--- src/rtl/mix_pkg.sv ---
// Shared constants, FSM state type and GF(2^8) helper for the MixColumns engine.
package mix_pkg;

  localparam int STATE_W  = 128;
  localparam int COL_W    = 32;
  localparam int BYTE_W   = 8;
  localparam int NUM_COLS = 4;

  localparam logic [BYTE_W-1:0] GF_POLY = 8'h1b;

  typedef enum logic [1:0] {
    ST_IDLE = 2'd0,
    ST_RUN  = 2'd1,
    ST_DONE = 2'd2
  } state_e;

  // Multiply by x in GF(2^8), reducing by x^8+x^4+x^3+x+1.
  function automatic logic [BYTE_W-1:0] xtime(input logic [BYTE_W-1:0] b);
    return {b[BYTE_W-2:0], 1'b0} ^ (b[BYTE_W-1] ? GF_POLY : 8'h00);
  endfunction

endpackage

--- src/rtl/mix_column_unit.sv ---
// Combinational transform of one AES column; inv selects InvMixColumns.
module mix_column_unit
  import mix_pkg::*;
(
  input  logic [COL_W-1:0] col_in,
  input  logic             inv,
  output logic [COL_W-1:0] col_out
);

  logic [BYTE_W-1:0] a  [NUM_COLS];
  logic [BYTE_W-1:0] x2 [NUM_COLS];
  logic [BYTE_W-1:0] x4 [NUM_COLS];
  logic [BYTE_W-1:0] x8 [NUM_COLS];
  logic [BYTE_W-1:0] fwd_b;
  logic [BYTE_W-1:0] inv_b;

  // x2 feeds both modes; x4/x8 extend the same chain for the inverse coefficients.
  always_comb begin
    fwd_b   = '0;
    inv_b   = '0;
    col_out = '0;
    for (int i = 0; i < NUM_COLS; i++) begin
      a[i]  = col_in[COL_W-1-BYTE_W*i -: BYTE_W];
      x2[i] = xtime(a[i]);
      x4[i] = xtime(x2[i]);
      x8[i] = xtime(x4[i]);
    end
    for (int r = 0; r < NUM_COLS; r++) begin
      // forward row r: 02*a[r] ^ 03*a[r+1] ^ a[r+2] ^ a[r+3]
      fwd_b = x2[r] ^ x2[(r+1)%4] ^ a[(r+1)%4] ^ a[(r+2)%4] ^ a[(r+3)%4];
      // inverse row r: 0e*a[r] ^ 0b*a[r+1] ^ 0d*a[r+2] ^ 09*a[r+3]
      inv_b = (x8[r] ^ x4[r] ^ x2[r])
            ^ (x8[(r+1)%4] ^ x2[(r+1)%4] ^ a[(r+1)%4])
            ^ (x8[(r+2)%4] ^ x4[(r+2)%4] ^ a[(r+2)%4])
            ^ (x8[(r+3)%4] ^ a[(r+3)%4]);
      col_out[COL_W-1-BYTE_W*r -: BYTE_W] = inv ? inv_b : fwd_b;
    end
  end

endmodule

--- src/rtl/mix_columns_engine.sv ---
// Iterative AES (Inv)MixColumns engine: one working register, COLS_PER_CYCLE columns per RUN cycle.
module mix_columns_engine
  import mix_pkg::*;
#(
  parameter int COLS_PER_CYCLE = 1
) (
  input  logic               clk,
  input  logic               rst_n,
  input  logic               in_valid,
  output logic               in_ready,
  input  logic [STATE_W-1:0] in_state,
  input  logic               in_inv,
  output logic               out_valid,
  input  logic               out_ready,
  output logic [STATE_W-1:0] out_state,
  output logic               busy
);

  if (!(COLS_PER_CYCLE == 1 || COLS_PER_CYCLE == 2 || COLS_PER_CYCLE == 4)) begin : g_bad_cfg
    $error("mix_columns_engine: COLS_PER_CYCLE must be 1, 2 or 4");
  end

  state_e                           state_q, state_d;
  logic [1:0]                       col_idx_q;
  logic [NUM_COLS-1:0][COL_W-1:0]   work_p0;
  logic                             mode_q;
  logic                             init_q;
  logic                             accept;
  logic [2:0]                       idx_sum;
  logic                             last_col;

  logic [1:0]       col_sel  [COLS_PER_CYCLE];
  logic [COL_W-1:0] unit_in  [COLS_PER_CYCLE];
  logic [COL_W-1:0] unit_out [COLS_PER_CYCLE];

  // Wider sum so the wrap past column 3 marks the final RUN cycle for every width.
  assign idx_sum  = {1'b0, col_idx_q} + 3'(COLS_PER_CYCLE);
  assign last_col = idx_sum[2];

  // init_q keeps in_ready low until the first edge after reset release.
  assign in_ready  = init_q && ((state_q == ST_IDLE) ||
                                ((state_q == ST_DONE) && out_ready));
  assign accept    = in_valid && in_ready;
  assign out_valid = (state_q == ST_DONE);
  assign busy      = (state_q != ST_IDLE);
  assign out_state = work_p0;

  // Column c lives in work_p0[3-c], i.e. index ~c for a 2-bit column number.
  for (genvar k = 0; k < COLS_PER_CYCLE; k++) begin : g_unit
    assign col_sel[k] = col_idx_q + 2'(k);
    assign unit_in[k] = work_p0[~col_sel[k]];

    mix_column_unit u_col (
      .col_in  (unit_in[k]),
      .inv     (mode_q),
      .col_out (unit_out[k])
    );
  end

  always_comb begin
    state_d = state_q;
    unique case (state_q)
      ST_IDLE: if (accept)   state_d = ST_RUN;
      ST_RUN:  if (last_col) state_d = ST_DONE;
      ST_DONE: if (out_ready) state_d = accept ? ST_RUN : ST_IDLE;
      default: state_d = ST_IDLE;
    endcase
  end

  // ---- stage p0: working register, mode and column pointer ----
  always_ff @(posedge clk or negedge rst_n) begin
    if (!rst_n) begin
      state_q   <= ST_IDLE;
      col_idx_q <= 2'd0;
      work_p0   <= '0;
      mode_q    <= 1'b0;
      init_q    <= 1'b0;
    end else begin
      init_q  <= 1'b1;
      state_q <= state_d;
      if (accept) begin
        work_p0   <= in_state;
        mode_q    <= in_inv;
        col_idx_q <= 2'd0;
      end else if (state_q == ST_RUN) begin
        for (int k = 0; k < COLS_PER_CYCLE; k++) begin
          work_p0[~col_sel[k]] <= unit_out[k];
        end
        col_idx_q <= idx_sum[1:0];
      end
    end
  end

endmodule

--- config.mk ---
export PLATFORM = sky130hd
export DESIGN_NAME = mix_columns_engine
export DESIGN_NICKNAME = d
export VERILOG_FILES = /design/src/rtl/mix_pkg.sv /design/src/rtl/mix_column_unit.sv /design/src/rtl/mix_columns_engine.sv
export SDC_FILE = /design/constraint.sdc
export NUM_CORES = 1
export LEC_CHECK = 0
export BUFFER_PORTS_ARGS = -buffer_cell sky130_fd_sc_hd__clkbuf_2
export CAP_MARGIN = 20
export CORE_ASPECT_RATIO = 1.2
export CORE_MARGIN = 1.5
export CORE_UTILIZATION = 50
export CTS_CLUSTER_DIAMETER = 80
export DETAILED_ROUTE_END_ITERATION = 6
export PLACE_DENSITY = 0.74
export RECOVER_POWER = 50
export SETUP_SLACK_MARGIN = 0.2
export SLEW_MARGIN = 10
export SYNTH_ARGS = -nofsm -noshare
export SYNTH_HDL_FRONTEND = slang
export SYNTH_SLANG_ARGS = --single-unit
--- constraint.sdc ---
create_clock -name clk -period 3.4 [get_ports clk]
set_input_delay 0.68 -clock clk [delete_from_list [all_inputs] [get_ports clk]]
set_output_delay 0.68 -clock clk [all_outputs]
set_load 0.02 [all_outputs]
==> impl_metrics.toml <==
[run_status]
status = "finished with violations"
violations = "design-rule violations, max-capacitance violations, max-slew violations"

[sta]
slew_violations = 72
min_period_over_period = 0.9571
tightest_slew_ps = 1748
hold_viol = 0
clock_skew_ps = 10.64
timing.hold.ws_ps = 444.1
worst_slack_ps = 145.7
fmax_mhz = 307.3
fin_crit_ps = 3254
rsz0062_at_grt = "yes"
setup_viol = 0
relSlewSlack = -0.1652
setup_tns_ps = 0

[place]
portBuffers = 263
hpwl_um = 23110
pre_cts_slack_ps = 98.55
gp_congestion = 0.9795
dpl-instance-area_um2 = 10810

[cts]
h-tree-depth = 4
cts-root-buf = "clkbuf_16"
clock_path_buffers = 2
cts_buffers = 17
clk_latency_ps = 430
clock_sinks = 134
ctsHoldBuffers = 0
cts_tree = "built"
clk_pin_slew_ps = 60

[final_layout]
diodes = 0
fillerInstances = 1405
final_cell_mix = "clkbuf_2, dfrtp_1, a22oi_1"
nets = 1205
final_layout_size_suffix_gt1_frac = 0.3608
final_common_cell = "clkbuf_2"
synthToLayoutAreaGrowth_pct = 29.25
final_area_um2 = 11690

[yosys]
synth.cell_area_um2 = 9047
yosysTopAreaCell = "dfrtp_1"
synth_top_cell_area_share = 0.3706
synth.distinct_cells = 42
yosys-top-cells-area = "dfrtp_1, xnor2_1, a22oi_1, xnor3_1, mux4_2"
syn-num-nets = 915
synth_seq_area_share = 0.3706
synthCells = 778
synth.ff_latch_count = 134
syn_avg_cell_area_um2 = 11.63
yosys_warnings = 0

[grt]
antenna_found_initial = 0
grt_pass1_wl_um = 47040
gr-total-overflow = 0
grt_pass1_vias = 7868
grt_use_total = 0.3363
grt_max_degree = 94

[floorplan]
start_util = 0.5129
core_area_um2 = 17640
top_level_ports = 264
dieWidth_um = 125.8
dieArea_um2 = 18910
rows = 53
die_height_um = 150.4

[worst_setup_path]
critPathLaunchType = "flip-flop"
end_kind = "flip-flop"
crit_type = "reg2reg"
required_ps = 3740
cp_max_fo = 10
r2r_cells = 9
critical_path_arrival_ps = 3600

[run]
maxCapViolCount = 1

[hold_path]
hold_class = "in2reg"
holdPathStages = 3

[routing]
ant_nets = 0
vias_per_cell = 6.224
drt-pass1-iter-count = 7
wl_um = 32320
drt_iter0_markers = 840
wire_per_inst_um = 24.84
drc_errors = 6
vias = 8098
==> metrics by stage <==
| step | utilization | std cells |
|---|---|---|
| after detailed placement | 0.6129 | 1247 |
| after global routing | 0.6629 | 1301 |
| final | 0.6629 | 1301 |
| after global placement | 0.6129 | 1247 |
| after floorplan | - | 778 |
| after CTS | 0.6538 | 1283 |
==> routing by layer <==
layer / routed length, um / up-vias / GRT usage
li1: - / 3449 / -
met1: 11690 / 4029 / 0.4283
met2: 16780 / 552 / 0.5874
met3: 2995 / 68 / 0.06326
met4: 860 / 0 / 0.1017
met5: 0 / - / 0
==> cell usage after synthesis, drive strengths merged <==
| cell | number |
|---|---|
| dfrtp | 134 |
| xnor2 | 133 |
| o21ai | 118 |
| a22oi | 108 |
| clkbuf | 45 |
| xor2 | 39 |
| mux4 | 32 |
| xnor3 | 32 |
| nand2 | 31 |
| a21oi | 20 |
| buf | 20 |
| nor2 | 14 |
| and3 | 12 |
| a222oi | 8 |
| a221o | 4 |
| a22o | 4 |
| ha | 4 |
| xor3 | 4 |
| and2 | 3 |
| inv | 3 |
| mux2i | 3 |
| nor2b | 2 |
| and3b | 1 |
| conb | 1 |
| mux2 | 1 |
| nand2b | 1 |
| or2 | 1 |
==> worst paths after layout <==
kind | startpoint | end | slack (ps)
max | col_idx_q[0]$_DFFE_PN0P_ | out_state[102]$_DFFE_PN0P_ | 150
min in group asynchronous | rst_n | out_state[45]$_DFFE_PN0P_ | 710
max in group asynchronous | rst_n | out_state[126]$_DFFE_PN0P_ | 850
max reg2reg | col_idx_q[0]$_DFFE_PN0P_ | out_state[102]$_DFFE_PN0P_ | 150
min | in_inv | mode_q$_DFFE_PN0P_ | 440
min reg2reg | out_state[26]$_DFFE_PN0P_ | out_state[26]$_DFFE_PN0P_ | 540
==> state kept, by name, indices dropped and copies added, names as in the netlist <==
signal / cells
col_idx_q: 2
init_q: 1
mode_q: 1
out_state: 128
state_q: 2
==> kinds of logic after synthesis <==
kind of cell,count (synthesis),synth area share
compound gates,262,0.1835
xor+xnor,208,0.2818
flops,134,0.3706
buf+inv,68,0.03748
simple gates,65,0.03305
mux,36,0.08754
fa+ha+maj,4,0.005532
other cells,1,0.0004145
==> critical path, stage by stage, from the launching register on <==
cell and delay [ps]:
dfrtp_1 480, buf_4 180, clkbuf_16 170, mux4_2 620, xor2_2 320, xor2_2 250
xnor3_1 360, and2_4 190, xnor3_2 410, o21ai_0 170
==> layout make-up <==
class                           instances  area (um^2)  area share
Clock buffer                           17        425.4     0.03638
Clock inverter                         15        162.7     0.01391
Inverter                                3        11.26   0.0009630
Multi-Input combinational cell        576         5602      0.4790
Sequential cell                       134         3353      0.2868
Tap cell                              220        275.3     0.02354
Timing Repair Buffer                  336         1864      0.1594
==> what timing repair did <==
item	CTS	global route
hold endpoints to repair	0	0
gates cloned	0	1
gates resized for setup	15	19
pin swaps	3	2
buffers inserted	4	17
endpoints found under the setup margin	51	93
Power is left out: the tool's default activity adds up to more than one toggle a clock period on the data nets, which glitch-free logic cannot reach.
